`config.mk`:
```
export PLATFORM = sky130hd
export DESIGN_NAME = chirp_gen
export DESIGN_NICKNAME = d
export VERILOG_FILES = /design/src/rtl/chirp_gen.sv
export SDC_FILE = /design/constraint.sdc
export NUM_CORES = 1
export LEC_CHECK = 0
export ABC_AREA = 1
export CORE_ASPECT_RATIO = 1.5
export CORE_MARGIN = 5
export CORE_UTILIZATION = 35
export CTS_CLUSTER_SIZE = 20
export DETAILED_ROUTE_END_ITERATION = 10
export SETUP_SLACK_MARGIN = 0.4
export SYNTH_ARGS = -nofsm -noshare
export SYNTH_HDL_FRONTEND = slang
export SYNTH_SLANG_ARGS = --single-unit
```
`constraint.sdc`:
```
create_clock -name clk -period 9.7 [get_ports clk]
set_clock_uncertainty 0.1 [all_clocks]
set_input_delay 1.94 -clock clk [delete_from_list [all_inputs] [get_ports clk]]
set_output_delay 1.94 -clock clk [all_outputs]
set_load 0.02 [all_outputs]
```
`src/rtl/chirp_gen.sv`:
```
// Linear-FM chirp sequencer: steps the NCO frequency word from start_ctrl toward end_ctrl
// (up, down or triangle), with a finite or continuous burst, inter-chirp gaps and stop/abort.
module chirp_gen #(
    parameter int CTRL_W  = 32,
    parameter int RATE_W  = 16,
    parameter int DELAY_W = 8,
    parameter int COUNT_W = 8
) (
    input  logic               clk,
    input  logic               rst,
    input  logic               start,
    input  logic               stop,
    input  logic [1:0]         mode,
    input  logic [DELAY_W-1:0] delay,
    input  logic [RATE_W-1:0]  prp_rate,
    input  logic [RATE_W-1:0]  inv_rate,
    input  logic [CTRL_W-1:0]  start_ctrl,
    input  logic [CTRL_W-1:0]  end_ctrl,
    input  logic [COUNT_W-1:0] num_chirps,
    output logic               nco_reset,
    output logic [CTRL_W-1:0]  nco_control,
    output logic               busy,
    output logic               chirp_start,
    output logic               done,
    output logic               err
);

    localparam logic [1:0] IDLE     = 2'd0;
    localparam logic [1:0] SWEEP_UP = 2'd1;
    localparam logic [1:0] SWEEP_DN = 2'd2;
    localparam logic [1:0] GAP      = 2'd3;

    localparam logic [1:0] MODE_UP  = 2'd0;
    localparam logic [1:0] MODE_DN  = 2'd1;
    localparam logic [1:0] MODE_TRI = 2'd2;
    localparam logic [1:0] MODE_BAD = 2'd3;

    // Result layout for the step functions: {leg_end, clamped_word}.
    function automatic logic [CTRL_W:0] step_up(input logic [CTRL_W-1:0] cur,
                                                input logic [RATE_W-1:0] step,
                                                input logic [CTRL_W-1:0] tgt);
        logic [CTRL_W:0] sum;
        sum = {1'b0, cur} + {{(CTRL_W+1-RATE_W){1'b0}}, step};
        if (sum >= {1'b0, tgt})
            step_up = {1'b1, tgt};
        else
            step_up = {1'b0, sum[CTRL_W-1:0]};
    endfunction

    function automatic logic [CTRL_W:0] step_dn(input logic [CTRL_W-1:0] cur,
                                                input logic [RATE_W-1:0] step,
                                                input logic [CTRL_W-1:0] tgt);
        logic signed [CTRL_W:0] diff;
        logic signed [CTRL_W:0] lim;
        diff = $signed({1'b0, cur}) - $signed({{(CTRL_W+1-RATE_W){1'b0}}, step});
        lim  = $signed({1'b0, tgt});
        if (diff <= lim)
            step_dn = {1'b1, tgt};
        else
            step_dn = {1'b0, diff[CTRL_W-1:0]};
    endfunction

    logic [1:0]         state;
    logic [1:0]         mode_s;
    logic [DELAY_W-1:0] delay_s;
    logic [RATE_W-1:0]  rate_s;
    logic [RATE_W-1:0]  inv_s;
    logic [CTRL_W-1:0]  start_s;
    logic [CTRL_W-1:0]  end_s;
    logic [COUNT_W-1:0] num_s;
    logic [RATE_W-1:0]  presc;
    logic [COUNT_W-1:0] chirp_cnt;
    logic [DELAY_W-1:0] gap_cnt;
    logic               tri_ret;
    logic               leg_done;
    logic               cfg_bad;
    logic [CTRL_W:0]    up_res;
    logic [CTRL_W:0]    dn_res;
    logic [1:0]         sweep_entry;

    always_comb begin
        cfg_bad = 1'b0;
        case (mode)
            MODE_BAD: cfg_bad = 1'b1;
            MODE_DN:  cfg_bad = (start_ctrl <= end_ctrl);
            default:  cfg_bad = (start_ctrl >= end_ctrl);
        endcase
        if (prp_rate == '0)
            cfg_bad = 1'b1;
    end

    assign up_res      = step_up(nco_control, rate_s, end_s);
    assign dn_res      = step_dn(nco_control, rate_s, tri_ret ? start_s : end_s);
    assign sweep_entry = (mode_s == MODE_DN) ? SWEEP_DN : SWEEP_UP;
    assign busy        = (state != IDLE);
    assign nco_reset   = (state == IDLE) || (state == GAP);

    always_ff @(posedge clk or posedge rst) begin
        if (rst) begin
            state       <= IDLE;
            mode_s      <= '0;
            delay_s     <= '0;
            rate_s      <= '0;
            inv_s       <= '0;
            start_s     <= '0;
            end_s       <= '0;
            num_s       <= '0;
            presc       <= '0;
            chirp_cnt   <= '0;
            gap_cnt     <= '0;
            tri_ret     <= 1'b0;
            leg_done    <= 1'b0;
            nco_control <= '0;
            chirp_start <= 1'b0;
            done        <= 1'b0;
            err         <= 1'b0;
        end else begin
            chirp_start <= 1'b0;
            done        <= 1'b0;
            err         <= 1'b0;
            if (state == IDLE) begin
                // stop in the same cycle suppresses the start entirely
                if (start && !stop) begin
                    if (cfg_bad) begin
                        err <= 1'b1;
                    end else begin
                        mode_s      <= mode;
                        delay_s     <= delay;
                        rate_s      <= prp_rate;
                        inv_s       <= inv_rate;
                        start_s     <= start_ctrl;
                        end_s       <= end_ctrl;
                        num_s       <= num_chirps;
                        state       <= (mode == MODE_DN) ? SWEEP_DN : SWEEP_UP;
                        nco_control <= start_ctrl;
                        chirp_start <= 1'b1;
                        presc       <= '0;
                        chirp_cnt   <= '0;
                        tri_ret     <= 1'b0;
                        leg_done    <= 1'b0;
                    end
                end
            end else if (stop) begin
                state    <= IDLE;
                leg_done <= 1'b0;
            end else if (state == GAP) begin
                if (gap_cnt == delay_s - DELAY_W'(1)) begin
                    state       <= sweep_entry;
                    chirp_start <= 1'b1;
                    presc       <= '0;
                    tri_ret     <= 1'b0;
                end else begin
                    gap_cnt <= gap_cnt + DELAY_W'(1);
                end
            end else if (leg_done) begin
                // The end word is shown for one cycle before the burst decision.
                leg_done <= 1'b0;
                if ((num_s != '0) && (chirp_cnt == num_s)) begin
                    state <= IDLE;
                    done  <= 1'b1;
                end else if (delay_s == '0) begin
                    state       <= sweep_entry;
                    nco_control <= start_s;
                    chirp_start <= 1'b1;
                    presc       <= '0;
                    tri_ret     <= 1'b0;
                end else begin
                    state       <= GAP;
                    gap_cnt     <= '0;
                    presc       <= '0;
                    nco_control <= start_s;
                end
            end else if (presc != inv_s) begin
                presc <= presc + RATE_W'(1);
            end else begin
                presc <= '0;
                if (state == SWEEP_UP) begin
                    nco_control <= up_res[CTRL_W-1:0];
                    if (up_res[CTRL_W]) begin
                        if (mode_s == MODE_TRI) begin
                            state   <= SWEEP_DN;
                            tri_ret <= 1'b1;
                        end else begin
                            leg_done <= 1'b1;
                            if (chirp_cnt != '1)
                                chirp_cnt <= chirp_cnt + COUNT_W'(1);
                        end
                    end
                end else begin
                    nco_control <= dn_res[CTRL_W-1:0];
                    if (dn_res[CTRL_W]) begin
                        leg_done <= 1'b1;
                        if (chirp_cnt != '1)
                            chirp_cnt <= chirp_cnt + COUNT_W'(1);
                    end
                end
            end
        end
    end

endmodule

```
=== Word level (Yosys, flattened, before mapping) ===
Index checks and enable logic that the tools add are counted.
Widths: inputs -> output; s select.

* Multiplexer cells: 94
* Bitwise gates (word level): 3
* $lt $le $gt $ge: 4
* Add/subtract/negate cells: 6
* Divide/modulo/power cells: 0
* Multipliers: 0
* Shift-type cells: 0
* Equality and inequality tests: 30
* Reductions and logical operators: 25

{| class="wikitable"
|+ Operators by type and width
! kind !! number
|-
| $mux 32 || 10
|-
| $mux 16 || 9
|-
| $mux 8 || 17
|-
| $mux 33 || 2
|-
| $mux 1 || 40
|-
| $add 32x16->33 || 1
|-
| $ge 33x32->1 || 1
|-
| $le 33x33->1 || 1
|-
| $sub 32x16->33 || 1
|-
| $ge 32x32->1 || 1
|-
| $le 32x32->1 || 1
|-
| $mux 2 || 15
|-
| $add 16x1->16 const B || 1
|-
| $add 8x1->8 const B || 2
|-
| $eq 8x8->1 || 2
|-
| $logic_not 16->1 || 1
|-
| $ne 16x16->1 || 1
|-
| $ne 3x3->1 const B || 5
|-
| $reduce_bool 5->1 || 3
|-
| $ne 2x2->1 const B || 6
|-
| $reduce_and 6->1 || 2
|-
| $reduce_bool 4->1 || 3
|-
| $reduce_and 10->1 || 1
|-
| $reduce_and 9->1 || 1
|-
| other kinds (23) || 35
|}

* Memories kept: 0
* Memory bits (read-only): 0
* Bits in writable memories: 0
* Input bits: 118
* Bits in latches: 0
* Output and inout port bits: 37
* Bits in registers: 185

=== Longest topological paths before layout ===
* Word-level depth: 10
* Gate-level depth with buffers: 35
* Depth with buffers taken out: 34

=== Worst setup path after synthesis ===
OpenSTA, ideal clock, no wires.

* Kind: input -> register
* Start point: in end_ctrl[1]
* End point: reg rate_s[1]
* Slack: 5.698 ns
* Library setup time: 0.128 ns
* Arrival: 3.774 ns
* Path buffers: 3
* Stages: 18
* Path through: inv_1 ha_1 inv_1 nor2_1 o21ai_1 nand2_1 a21oi_1 a21oi_1 o21ai_1 nand2_1 nand2_1 nand4_1 or2_1 buf_2 buf_6 buf_2 nor2_1 a21oi_1

* Cells in the longest elaborated chain, start to end: 5
* Elaborated cells between the ends (all ways): 6
* Those cells by class: order compare (2); mux (2); bitwise (1); reduce/logical (1)

{| class="wikitable"
|+ RTL lines
! item !! line !! RTL
|-
| start: declaration || 18 || <nowiki>input logic [CTRL_W-1:0] end_ctrl,</nowiki>
|-
| $ge 32x32->1 or $le 32x32->1 (tied branches) || 86, 85 ||
|-
| $pmux 1 s2 * || 83 || <nowiki>case (mode)</nowiki>
|-
| $mux 1 * || 88 || <nowiki>if (prp_rate == '0)</nowiki>
|-
| $not 1->1 (no source line) * || n/a ||
|-
| $reduce_and 3->1 (no source line) * || n/a ||
|-
| end signal: assignment || 129 || <nowiki>rate_s <= prp_rate;</nowiki>
|-
| end: declaration || 66 || <nowiki>logic [RATE_W-1:0] rate_s;</nowiki>
|}

Every way passes the cells marked *; elsewhere a longest branch is shown, timed or not.
A chain may end at the register's enable or synchronous reset.

=== Worst setup path in the final report ===
* Start point: reg state[1]
* End point: out busy

* Cells in the longest elaborated chain, start to end: 1

{| class="wikitable"
|+ RTL lines
! item !! line !! RTL
|-
| start: declaration || 63 || <nowiki>logic [1:0] state;</nowiki>
|-
| start signal: assignment || 134 || <nowiki>state <= (mode == MODE_DN) ? SWEEP_DN : SWEEP_UP;</nowiki>
|-
| start signal: assignment || 148 || <nowiki>state <= sweep_entry;</nowiki>
|-
| start signal: assignment || 162 || <nowiki>state <= sweep_entry;</nowiki>
|-
| $reduce_bool 2->1 || 95 || <nowiki>assign busy = (state != IDLE);</nowiki>
|-
| end: declaration || 22 || <nowiki>output logic busy,</nowiki>
|}

No other way between the ends.

==> reports/summary.txt <==
Outcome: finished, final reports clean
Top cells by area, synth: dfrtp_1 (29%), nand2_1 (11%), ha_1 (11%)
Die Y-Extent: 270 um
Inst Count DP: 2964
First-pass GRT wire length: 86300 um
Worst setup EP type: primary output
Pwr Total: 7.59 mW
Setup Fix Bufs, Post-CTS: 0
Max_cap viols: 0
Initial core utilization: 0.353
Number of I/O port buffers: 154
CTS tree: yes
Achievable Freq: 161 MHz
Static leakage: 9.03 nW
Net count after synthesis: 2571
Slew Limit Fails: 0
RSZ-0062 raised after global routing: no
Req. time, crit path: 7660 ps
CTS-repair resized insts: 0
Worst-path cell chain: inv_1 -> ha_1 -> clkinv_1 -> buf_4 -> clkdlybuf4s50_1
Synthesized flop and latch total: 185
Worst Setup Path Type: register to primary output
Hold Fails Final Rpt: 0
Gate Count Post-Synth: 2315
Crit-path slowest cell: clkinv_1
Post-synth EDFFs: 0
Net switching power figure: 4.32 mW
Initial antenna violation count: 0
Gate power share: 0.714
Hold slack: 379 ps
Setup violations, final: 0
Seq pwr share: 0.193
Yosys Warn Count: 0
Synth Area per Inst: 6.83 um^2
Synthesis-to-finish area growth: 15.1%
Leading area contributor after synthesis: dfrtp_1
Met2 usage: 0.394
Pwr dens: 417 nW/um^2
H-tree levels: 4
Cell Area, Placed: 17600 um^2
Rel. slew slack: 0.195
Cell row count: 95
Arrival @ worst endpoint: 4170 ps
Maximum vdd ir drop: 0.233 mV
Ant. Diodes: 0
WL per Instance: 18.5 um
Worst Max-Slew Pin Slew: 1200 ps
Final Cell Area: 18200 um^2
Worst-path clk slew: 80 ps
Gr ovfl total: 0
Met3 Resource Use GR: 0.0233
Cell Int Power: 3.28 mW
DRC errors left: 0
Busiest grt layer: met2
Vias in the first global route: 15652
Post-route insts no fill: 2996
DRT Wirelength: 55500 um
Clock tree buffer depth: 2
ANT nets after route: 0
Starting DRT DRC Count: 1226
Clock network fraction of total power: 0.093
Post-synth top area share: 0.293
Crit path time final: 6210 ps
Crit-path max FO: 25
Hold WC Path Type: register to register
Die Width: 184 um
Total Routing Usage GR: 0.220
Net Sw Frac: 0.569
Fin nets: 2657
Tcrit/Tclk final: 0.640
Fraction of layout cells with a size suffix above 1: 0.0385
Clock root buffer master: clkbuf_16
Hold Buf Count CTS: 0
Largest net degree at the start of global routing: 116
Die area: 49600 um^2
Post-synth cell types: 56
I/O pins: 155
Met1 capacity usage during global routing: 0.261
DR vias/cell: 5.21
Pre-antenna DRT Iters: 6
Total negative slack: 0 ps
Final HPWL DP: 42400 um
DR vias: 15620
Num CTS Buffers: 17
Sequential share of the synthesized area: 0.293
Prevailing post-synth register cell: dfrtp_1
Startpoint types: register
Placer congestion estimate: 0.935
CP peak stage delay: 1230 ps
Core Region: 44800 um^2
Worst-Skew Late Latency: 470 ps
Async SR Flop Fraction: 1.00
Synthesized area: 15800 um^2
Clk sinks: 185
==> through the flow <==
stage / util / worst slack (ps)
finish: 0.406 / 3490
global route: 0.406 / 3380
CTS: 0.406 / 3560
detailed placement: 0.393 / 3570
global placement: 0.393 / 3610
floorplan: - / 2630
==> layout by cell type, fill, tap and decap left out, types with 3 or more instances in the layout <==
| cell type | netlist | layout |
|---|---|---|
| a21o_1 | 7 | 7 |
| a21oi_1 | 141 | 141 |
| a21oi_2 | 3 | 3 |
| and3_1 | 3 | 3 |
| buf_4 | 8 | 9 |
| clkbuf_16 | 0 | 17 |
| clkdlybuf4s50_1 | 0 | 154 |
| clkinv_4 | 0 | 4 |
| dfrtp_1 | 185 | 185 |
| ha_1 | 136 | 136 |
| inv_1 | 343 | 342 |
| inv_2 | 14 | 14 |
| inv_6 | 0 | 4 |
| inv_8 | 0 | 4 |
| nand2_1 | 469 | 469 |
| nand2_2 | 8 | 8 |
| nand2_4 | 4 | 4 |
| nand3_1 | 222 | 222 |
| nand3_2 | 4 | 4 |
| nand3b_1 | 6 | 6 |
| nand4_1 | 28 | 28 |
| nor2_1 | 225 | 224 |
| nor2_4 | 2 | 3 |
| nor3_1 | 45 | 45 |
| nor4_1 | 16 | 16 |
| o21a_1 | 4 | 4 |
| o21ai_0 | 83 | 83 |
| o21ai_1 | 101 | 101 |
| o22ai_1 | 33 | 33 |
| or2_2 | 3 | 3 |
| xnor2_1 | 18 | 18 |
| xor2_1 | 79 | 79 |
==> critical path, delay by kind of cell, from the launching register on <==
kind,cells,cell delay [ps]
flip-flops,1,400
buffers and inverters,4,2530
adder cells (fa/ha/maj),1,760
==> final timing paths <==
check | start | end | slack [ps] | cells past startpoint
worst max-delay path | state[1] | busy | 3490 | 5
max in group asynchronous | rst | end_s[22] | 6040 | 3
worst max register to register | nco_control[1] | chirp_cnt[6] | 3880 | 28
min in group asynchronous | rst | end_s[2] | 1920 | 2
worst min-delay path | tri_ret | tri_ret | 380 | 2
worst min register to register | tri_ret | tri_ret | 380 | 2
==> cells in the mapped netlist, types with 3 or more instances <==
master    number
o21ai_1      101
nand2_1      469
inv_2         14
xnor2_1       18
nor3_1        45
a21oi_2        3
buf_6         12
buf_2         40
nand2_2        8
o21ai_0       83
buf_4          8
ha_1         136
nand3_1      222
nand3_2        4
dfrtp_1      185
o21a_1         4
nor2_1       225
nand4_1       28
nand3b_1       6
o22ai_1       33
a21oi_1      141
inv_1        343
a21o_1         7
nor4_1        16
or2_2          3
nand2_4        4
clkbuf_1      35
xor2_1        79
and3_1         3
==> cell type report <==
type,count,area (um^2)
Clock buffer,18,429
Clock inverter,14,133
Fill cell,4762,26600
Inverter,360,1360
Multi-Input combinational cell,1674,9300
Sequential cell,185,4630
Tap cell,582,728
Timing Repair Buffer,163,1610
==> registers in the layout, summed over array words and instances (netlist names), 16 cells and up <==
name	cells
rate_s	16
start_s	32
end_s	32
inv_s	16
nco_control	32
presc	16
==> kinds of logic after synthesis <==
logic type,synth area share
compound gates,0.135
flops,0.293
buf+inv,0.119
xor+xnor,0.0538
fa+ha+maj,0.110
simple gates,0.289
==> power groups by stage <==
stage	Clock, mW	Sequential (mW)	Combinational [mW]
2_1_floorplan	0	1.40	3.82
3_3_place_gp	0	1.47	5.30
3_5_place_dp	0	1.48	5.34
4_1_cts	0.726	1.47	5.39
5_1_grt	0.750	1.51	6.04
6_report	0.707	1.47	5.42
==> routing by layer <==
layer,vias to the layer above,part of all wire
met4,0,0.049
met5,-,0
li1,7684,-
met3,125,0.038
met1,7363,0.40
met2,448,0.51
Note: power is estimated with default switching activity, not from simulation.
